===== src/rtl/memory_access_stage_if.sv =====
// rtl/memory_access_stage_if.sv - EX-side op, register-file, data-memory and write-back bundle for the MA stage
interface memory_access_stage_if #(
  parameter int DATA_W = 16
);
  logic              in_valid;
  logic              in_ready;
  logic [2:0]        in_op;
  logic [DATA_W-1:0] in_addr;
  logic [DATA_W-1:0] in_wdata;
  logic [2:0]        in_dest;
  logic [DATA_W-1:0] in_alu_res;
  logic [7:0]        in_mask;
  logic [2:0]        rf_rd_addr;
  logic [DATA_W-1:0] rf_rd_data;
  logic              mem_req;
  logic              mem_we;
  logic [DATA_W-1:0] mem_addr;
  logic [DATA_W-1:0] mem_wdata;
  logic [DATA_W-1:0] mem_rdata;
  logic              mem_ack;
  logic              wb_valid;
  logic [2:0]        wb_dest;
  logic [DATA_W-1:0] wb_data;
  logic              err;

  modport slave (
    input  in_valid, in_op, in_addr, in_wdata, in_dest, in_alu_res, in_mask,
    input  rf_rd_data, mem_rdata, mem_ack,
    output in_ready, rf_rd_addr, mem_req, mem_we, mem_addr, mem_wdata,
    output wb_valid, wb_dest, wb_data, err
  );

  modport master (
    output in_valid, in_op, in_addr, in_wdata, in_dest, in_alu_res, in_mask,
    output rf_rd_data, mem_rdata, mem_ack,
    input  in_ready, rf_rd_addr, mem_req, mem_we, mem_addr, mem_wdata,
    input  wb_valid, wb_dest, wb_data, err
  );
endinterface


===== src/rtl/memory_access_stage.sv =====
// rtl/memory_access_stage.sv - IITB RISC memory-access stage: PASS, LW/SW and LM/SM over a req/ack data memory
// Reset input is active-high despite its name; it clears all state asynchronously.
module memory_access_stage #(
  parameter int DATA_W  = 16,
  parameter int TIMEOUT = 255
) (
  input logic                  clk,
  input logic                  resetn,
  memory_access_stage_if.slave bus
);

  localparam int CNT_W = $clog2(TIMEOUT + 2);
  localparam logic [CNT_W-1:0] TMO_LAST = CNT_W'((TIMEOUT == 0) ? 0 : TIMEOUT - 1);

  localparam logic [2:0] OP_LW = 3'd1;
  localparam logic [2:0] OP_SW = 3'd2;
  localparam logic [2:0] OP_LM = 3'd3;
  localparam logic [2:0] OP_SM = 3'd4;

  typedef enum logic [1:0] {IDLE, SCAN, ACCESS} state_t;

  state_t            state_q, state_d;
  logic [2:0]        op_q, op_d;
  logic [2:0]        dest_q, dest_d;
  logic [7:0]        mask_q, mask_d;
  logic [DATA_W-1:0] base_q, base_d;
  logic [DATA_W-1:0] beat_cnt_q, beat_cnt_d;
  logic [2:0]        beat_q, beat_d;
  logic [CNT_W-1:0]  tmo_q, tmo_d;
  logic              mem_req_q, mem_req_d;
  logic              mem_we_q, mem_we_d;
  logic [DATA_W-1:0] mem_addr_q, mem_addr_d;
  logic [DATA_W-1:0] mem_wdata_q, mem_wdata_d;
  logic              wb_valid_q, wb_valid_d;
  logic [2:0]        wb_dest_q, wb_dest_d;
  logic [DATA_W-1:0] wb_data_q, wb_data_d;
  logic              err_q, err_d;

  logic [2:0] low_idx;
  logic       ack;
  logic       tmo_hit;
  logic       multi_op;

  always_comb begin
    low_idx = 3'd0;
    for (int i = 7; i >= 0; i--) begin
      if (mask_q[i]) low_idx = 3'(i);
    end
  end

  // An ack is only meaningful while a request is outstanding.
  assign ack      = bus.mem_ack && mem_req_q;
  assign tmo_hit  = (TIMEOUT != 0) && (tmo_q == TMO_LAST);
  assign multi_op = (op_q == OP_LM) || (op_q == OP_SM);

  always_ff @(posedge clk or posedge resetn) begin
    if (resetn) state_q <= IDLE;
    else        state_q <= state_d;
  end

  always_comb begin
    state_d = state_q;
    case (state_q)
      IDLE: begin
        if (bus.in_valid) begin
          case (bus.in_op)
            OP_LW, OP_SW: state_d = ACCESS;
            OP_LM, OP_SM: state_d = SCAN;
            default:      state_d = IDLE;
          endcase
        end
      end
      SCAN:    state_d = (mask_q == 8'd0) ? IDLE : ACCESS;
      ACCESS: begin
        if (ack)          state_d = multi_op ? SCAN : IDLE;
        else if (tmo_hit) state_d = IDLE;
      end
      default: state_d = IDLE;
    endcase
  end

  always_comb begin
    op_d        = op_q;
    dest_d      = dest_q;
    mask_d      = mask_q;
    base_d      = base_q;
    beat_cnt_d  = beat_cnt_q;
    beat_d      = beat_q;
    tmo_d       = tmo_q;
    mem_req_d   = mem_req_q;
    mem_we_d    = mem_we_q;
    mem_addr_d  = mem_addr_q;
    mem_wdata_d = mem_wdata_q;
    wb_valid_d  = 1'b0;
    wb_dest_d   = wb_dest_q;
    wb_data_d   = wb_data_q;
    err_d       = 1'b0;
    case (state_q)
      IDLE: begin
        if (bus.in_valid) begin
          case (bus.in_op)
            OP_LW, OP_SW: begin
              op_d       = bus.in_op;
              dest_d     = bus.in_dest;
              mem_req_d  = 1'b1;
              mem_we_d   = (bus.in_op == OP_SW);
              mem_addr_d = bus.in_addr;
              tmo_d      = '0;
              if (bus.in_op == OP_SW) mem_wdata_d = bus.in_wdata;
            end
            OP_LM, OP_SM: begin
              op_d       = bus.in_op;
              mask_d     = bus.in_mask;
              base_d     = bus.in_addr;
              beat_cnt_d = '0;
            end
            default: begin
              wb_valid_d = 1'b1;
              wb_dest_d  = bus.in_dest;
              wb_data_d  = bus.in_alu_res;
            end
          endcase
        end
      end
      SCAN: begin
        if (mask_q != 8'd0) begin
          beat_d     = low_idx;
          mask_d     = mask_q & ~(8'd1 << low_idx);
          mem_req_d  = 1'b1;
          mem_we_d   = (op_q == OP_SM);
          mem_addr_d = base_q + beat_cnt_q;
          beat_cnt_d = beat_cnt_q + DATA_W'(1);
          tmo_d      = '0;
          if (op_q == OP_SM) mem_wdata_d = bus.rf_rd_data;
        end
      end
      ACCESS: begin
        if (ack) begin
          mem_req_d = 1'b0;
          if (op_q == OP_LW || op_q == OP_LM) begin
            wb_valid_d = 1'b1;
            wb_dest_d  = (op_q == OP_LW) ? dest_q : beat_q;
            wb_data_d  = bus.mem_rdata;
          end
        end else if (tmo_hit) begin
          // Abort the whole transfer, including any beats still in the mask.
          mem_req_d = 1'b0;
          err_d     = 1'b1;
          mask_d    = 8'd0;
        end else begin
          tmo_d = tmo_q + CNT_W'(1);
        end
      end
      default: ;
    endcase
  end

  always_ff @(posedge clk or posedge resetn) begin
    if (resetn) begin
      op_q        <= 3'd0;
      dest_q      <= 3'd0;
      mask_q      <= 8'd0;
      base_q      <= '0;
      beat_cnt_q  <= '0;
      beat_q      <= 3'd0;
      tmo_q       <= '0;
      mem_req_q   <= 1'b0;
      mem_we_q    <= 1'b0;
      mem_addr_q  <= '0;
      mem_wdata_q <= '0;
      wb_valid_q  <= 1'b0;
      wb_dest_q   <= 3'd0;
      wb_data_q   <= '0;
      err_q       <= 1'b0;
    end else begin
      op_q        <= op_d;
      dest_q      <= dest_d;
      mask_q      <= mask_d;
      base_q      <= base_d;
      beat_cnt_q  <= beat_cnt_d;
      beat_q      <= beat_d;
      tmo_q       <= tmo_d;
      mem_req_q   <= mem_req_d;
      mem_we_q    <= mem_we_d;
      mem_addr_q  <= mem_addr_d;
      mem_wdata_q <= mem_wdata_d;
      wb_valid_q  <= wb_valid_d;
      wb_dest_q   <= wb_dest_d;
      wb_data_q   <= wb_data_d;
      err_q       <= err_d;
    end
  end

  // The register file is read combinationally, so SCAN presents the beat index in the same cycle.
  always_comb begin
    bus.in_ready   = (state_q == IDLE);
    bus.rf_rd_addr = (state_q == SCAN) ? low_idx : beat_q;
  end

  assign bus.mem_req   = mem_req_q;
  assign bus.mem_we    = mem_we_q;
  assign bus.mem_addr  = mem_addr_q;
  assign bus.mem_wdata = mem_wdata_q;
  assign bus.wb_valid  = wb_valid_q;
  assign bus.wb_dest   = wb_dest_q;
  assign bus.wb_data   = wb_data_q;
  assign bus.err       = err_q;

endmodule


===== src/flat_wrapper.sv =====
// flat-port wrapper written by rule: the top's interface ports become plain ports
module memory_access_stage_flat 
#(
  parameter int DATA_W  = 16,
  parameter int TIMEOUT = 255
)
  (clk, resetn, bus_in_valid, bus_in_op, bus_in_addr, bus_in_wdata, bus_in_dest, bus_in_alu_res, bus_in_mask, bus_rf_rd_data, bus_mem_rdata, bus_mem_ack, bus_in_ready, bus_rf_rd_addr, bus_mem_req, bus_mem_we, bus_mem_addr, bus_mem_wdata, bus_wb_valid, bus_wb_dest, bus_wb_data, bus_err);
  memory_access_stage_if #(.DATA_W(DATA_W)) bus_i ();
  input logic clk;
  input logic resetn;
  input wire logic [$bits(bus_i.in_valid)-1:0] bus_in_valid;
  input wire logic [$bits(bus_i.in_op)-1:0] bus_in_op;
  input wire logic [$bits(bus_i.in_addr)-1:0] bus_in_addr;
  input wire logic [$bits(bus_i.in_wdata)-1:0] bus_in_wdata;
  input wire logic [$bits(bus_i.in_dest)-1:0] bus_in_dest;
  input wire logic [$bits(bus_i.in_alu_res)-1:0] bus_in_alu_res;
  input wire logic [$bits(bus_i.in_mask)-1:0] bus_in_mask;
  input wire logic [$bits(bus_i.rf_rd_data)-1:0] bus_rf_rd_data;
  input wire logic [$bits(bus_i.mem_rdata)-1:0] bus_mem_rdata;
  input wire logic [$bits(bus_i.mem_ack)-1:0] bus_mem_ack;
  output wire logic [$bits(bus_i.in_ready)-1:0] bus_in_ready;
  output wire logic [$bits(bus_i.rf_rd_addr)-1:0] bus_rf_rd_addr;
  output wire logic [$bits(bus_i.mem_req)-1:0] bus_mem_req;
  output wire logic [$bits(bus_i.mem_we)-1:0] bus_mem_we;
  output wire logic [$bits(bus_i.mem_addr)-1:0] bus_mem_addr;
  output wire logic [$bits(bus_i.mem_wdata)-1:0] bus_mem_wdata;
  output wire logic [$bits(bus_i.wb_valid)-1:0] bus_wb_valid;
  output wire logic [$bits(bus_i.wb_dest)-1:0] bus_wb_dest;
  output wire logic [$bits(bus_i.wb_data)-1:0] bus_wb_data;
  output wire logic [$bits(bus_i.err)-1:0] bus_err;
  assign bus_i.in_valid = bus_in_valid;
  assign bus_i.in_op = bus_in_op;
  assign bus_i.in_addr = bus_in_addr;
  assign bus_i.in_wdata = bus_in_wdata;
  assign bus_i.in_dest = bus_in_dest;
  assign bus_i.in_alu_res = bus_in_alu_res;
  assign bus_i.in_mask = bus_in_mask;
  assign bus_i.rf_rd_data = bus_rf_rd_data;
  assign bus_i.mem_rdata = bus_mem_rdata;
  assign bus_i.mem_ack = bus_mem_ack;
  assign bus_in_ready = bus_i.in_ready;
  assign bus_rf_rd_addr = bus_i.rf_rd_addr;
  assign bus_mem_req = bus_i.mem_req;
  assign bus_mem_we = bus_i.mem_we;
  assign bus_mem_addr = bus_i.mem_addr;
  assign bus_mem_wdata = bus_i.mem_wdata;
  assign bus_wb_valid = bus_i.wb_valid;
  assign bus_wb_dest = bus_i.wb_dest;
  assign bus_wb_data = bus_i.wb_data;
  assign bus_err = bus_i.err;
  memory_access_stage #(.DATA_W(DATA_W), .TIMEOUT(TIMEOUT)) u_core (.clk(clk), .resetn(resetn), .bus(bus_i));
endmodule

===== config.mk =====
export PLATFORM = sky130hd
export DESIGN_NAME = memory_access_stage_flat
export DESIGN_NICKNAME = d
export VERILOG_FILES = /design/src/rtl/memory_access_stage_if.sv /design/src/rtl/memory_access_stage.sv /design/src/flat_wrapper.sv
export SDC_FILE = /design/constraint.sdc
export NUM_CORES = 1
export LEC_CHECK = 0
export ABC_CLOCK_PERIOD_IN_PS = 3400
export BUFFER_PORTS_ARGS = -buffer_cell sky130_fd_sc_hd__buf_2
export CORE_MARGIN = 1.5
export CORE_UTILIZATION = 49
export DETAILED_ROUTE_END_ITERATION = 12
export HOLD_SLACK_MARGIN = 0.03
export PLACE_DENSITY = 0.77
export SLEW_MARGIN = 30
export SYNTH_ARGS = -nofsm -noshare
export SYNTH_HDL_FRONTEND = slang
export SYNTH_SLANG_ARGS = --single-unit

===== constraint.sdc =====
create_clock -name clk -period 3.4 [get_ports clk]
set_input_delay 0.17 -clock clk [delete_from_list [all_inputs] [get_ports clk]]
set_output_delay 0.17 -clock clk [all_outputs]
set_load 0.05 [all_outputs]

==> impl_metrics.csv <==
group,metric,value,unit
floorplan,dieWidth,117.6,um
power,p_total,0.003211,W
floorplan,core_region_area,12720,um^2
synthesis,async_flop_share,1.000,
clock_network,numCtsBuffers,17,
sta,setup_viol_count_final,0,
power,power_frac_seq,0.427,
clock_network,clk_latency,410,ps
route,routedWlPerCell,14.44,um
power,power.internal,0.002577,W
clock_network,cts_setup_buffers,0,
synthesis,synth_flop_cell,"dfrtp_1",
floorplan,io_pins,157,
placed_design,dpl-instance-area,7320,um^2
final_layout,diodes,0,
sta,period_minus_slack,2597,ps
synthesis,syn_area_per_cell,9.776,um^2
global_route,grt.overflow.total,0,
worst_setup_path,crit_path_end_kind,"output pin",
sta,drv_slew,0,
floorplan,start_util,0.5056,
clock_network,cts_tree,"built",
power,power_frac_comb,0.047,
synthesis,yosysTopAreaCellShare,0.4474,
route,drt_iter0_markers,314,
power,ir_drop,0.2319,mV
power,p_per_area,392.2,nW/um^2
final_layout,area_growth,27.29,%
route,via_count,5423,
clock_network,clockBufferDepth,2,
synthesis,synth.yosys.seq_area_share,0.4474,
sta,fin_setup_tns,0,ps
status,status,"finished, final reports clean",
power,p_leak,4.214,nW
synthesis,synth_seq_cells,115,
clock_network,htreeDepth,4,
hold_path,hold_path_class,"in2reg",
final_layout,fin_area,8188,um^2
route,drt-total-wl,14.80,mm
synthesis,yosysUniqueCellTypes,68,
floorplan,die_area,13820,um^2
final_layout,drive_gt1_frac,0.2708,
worst_setup_path,worstPathRequired,3230,ps
synthesis,syn_area,6432,um^2
power,power.switching,0.0006338,W
power,p_sw_frac,0.1974,
placed_design,place_congestion,0.8781,
global_route,grt_start_max_net_pins,69,
worst_setup_path,start_kind,"flip-flop",
worst_setup_path,crit_type,"reg2out",
final_layout,layout.nets,962,
route,vias_per_cell,5.291,
synthesis,synth_cells,658,
route,drt-pass1-iter-count,5,
global_route,grt_antenna_before_repair,0,
placed_design,dpl.hpwl,10.58,mm
flow_run,maxCapViolations,0,
clock_network,path_clk_slew,50,ps
power,pwr-share-clk,0.526,
clock_network,cts_root_buffer,"clkbuf_16",
synthesis,synth_top_cell_by_area,"dfrtp_1",
synthesis,yosys_warnings,0,
floorplan,die_height,117.6,um
sta,hold_ws,48.31,ps
route,ant_nets,0,
sta,rsz0062_at_grt,"no",
synthesis,syn-num-nets,779,
sta,slew_headroom,0.5953,
global_route,grt_pass1_vias,5294,
placed_design,io_buffers,156,
synthesis,synth_commonest_cells,"dfrtp_1 (115), nand2_1 (80), nor2_1 (58)",
global_route,grt_pass1_wl,25.30,mm
floorplan,row_count,41,
clock_network,numClockSinks,115,
final_layout,n_fill_cell,1098,
sta,worst_slew_pin_slew,607.0,ps
worst_setup_path,worst_ep_arrival_time,2430,ps
sta,max_freq,0.3850,GHz
sta,finalHoldViolations,0,
synthesis,synth_area_leaders,"dfrtp_1 (45%), mux2i_1 (6.5%), nand2_1 (4.7%)",
route,drc_errors,0,
sta,timing.final.crit_share,0.7639,
synthesis,synth_most_common_cell,"dfrtp_1",
worst_setup_path,crit_path_max_fanout,18,
sta,skew,6.089,ps
synthesis,synth_edf_count,0,
global_route,track_usage,0.2254,
==> per-layer routing <==
layer	up-vias	part of all wire	GRT usage
met2	183	0.46	0.3474
met1	2506	0.46	0.3041
li1	2716	-	-
met5	-	0	0
met3	18	0.065	0.06056
met4	0	0.016	0.08841
==> what timing repair did <==
item | 4_1_cts | 5_1_grt
resized for setup | 0 | 0
hold buffers | 30 | 0
endpoints found under the hold margin | 97 | 0
==> cell type report <==
class	count	area (um^2)	area share
multi-input combinational	494	3304	0.4036
clock buffer	26	489.2	0.05975
inverter	20	80.08	0.009780
sequential	115	2878	0.3515
tap	172	215.2	0.02628
clock inverter	5	75.07	0.009169
timing repair buffer	193	1146	0.1400
==> sequential cells by signal (all words and copies together), names as in the netlist <==
| name | flops |
|---|---|
| u_core.bus.mem_wdata | 16 |
| u_core.op_q | 3 |
| u_core.bus.mem_addr | 16 |
| u_core.bus.mem_req | 1 |
| u_core.bus.mem_we | 1 |
| u_core.bus.wb_dest | 3 |
| u_core.state_q | 2 |
| u_core.beat_cnt_q | 16 |
| u_core.bus.wb_data | 16 |
| u_core.bus.wb_valid | 1 |
| u_core.bus.err | 1 |
| u_core.base_q | 16 |
| u_core.dest_q | 3 |
| u_core.beat_q | 3 |
| u_core.tmo_q | 9 |
| u_core.mask_q | 8 |
==> worst max-delay path: stages, from the launching register on <==
cell and delay, ps:
dfrtp_1 400, inv_1 100, ha_2 300, clkinv_1 480, o21ai_0 410, buf_2 320
==> logic make-up after synthesis <==
logic type      count (synthesis)  share of synthesized area
compound gates                171                     0.1661
fa+ha+maj                      23                    0.04590
mux                            64                     0.1039
buf+inv                        49                    0.03949
simple gates                  212                     0.1646
xor+xnor                       24                    0.03268
flops                         115                     0.4474
==> power by group through the flow <==
stage / clock [W] / sequential [W] / combinational [W]
detailed placement: 0 / 0.00139 / 0.000128
CTS: 0.00172 / 0.00137 / 0.000154
floorplan: 0 / 0.00139 / 0.0000531
global route: 0.00180 / 0.00137 / 0.000171
finish: 0.00169 / 0.00137 / 0.000152
global placement: 0 / 0.00139 / 0.000126
==> cell usage in the layout (no fill, tap or decap), types with 7 or more instances in the layout <==
cell	count
a21oi_1	49
a22o_1	8
buf_2	156
mux2_2	22
xnor2_1	13
mux2i_1	42
nand3_1	14
ha_1	21
nor3_1	9
and3_1	9
inv_1	18
clkbuf_16	17
xor2_1	11
a21o_1	7
nand4_1	7
dlygate4sd3_1	30
or3_1	7
nor2_1	58
dfrtp_1	115
o21ai_0	55
o21ai_1	7
nand2_1	80
a31oi_1	7
==> metrics by stage <==
step | util | std cells | setup WS [ps]
after global placement | 0.5753 | 964 | 818.8
after detailed placement | 0.5753 | 964 | 731.3
final | 0.6436 | 1025 | 802.8
after floorplan | - | 658 | 185.9
after global routing | 0.6436 | 1025 | 641.1
after CTS | 0.6433 | 1025 | 711.1
==> worst paths after layout <==
kind / from / end / slack [ps] / cells after the start
setup / recovery: u_core.state_q[1] / bus_rf_rd_addr[0] / 800 / 5
hold / removal: bus_in_wdata[1] / u_core.bus.mem_wdata[1] / 50 / 3
setup reg to reg: u_core.beat_cnt_q[0] / u_core.bus.mem_addr[14] / 820 / 10
hold reg to reg: u_core.bus.mem_addr[6] / u_core.bus.mem_addr[6] / 470 / 2
max in group asynchronous: resetn / u_core.bus.mem_wdata[11] / 2320 / 4
min in group asynchronous: resetn / u_core.base_q[12] / 410 / 3
No activity file was read; power rests on OpenSTA's default activity.
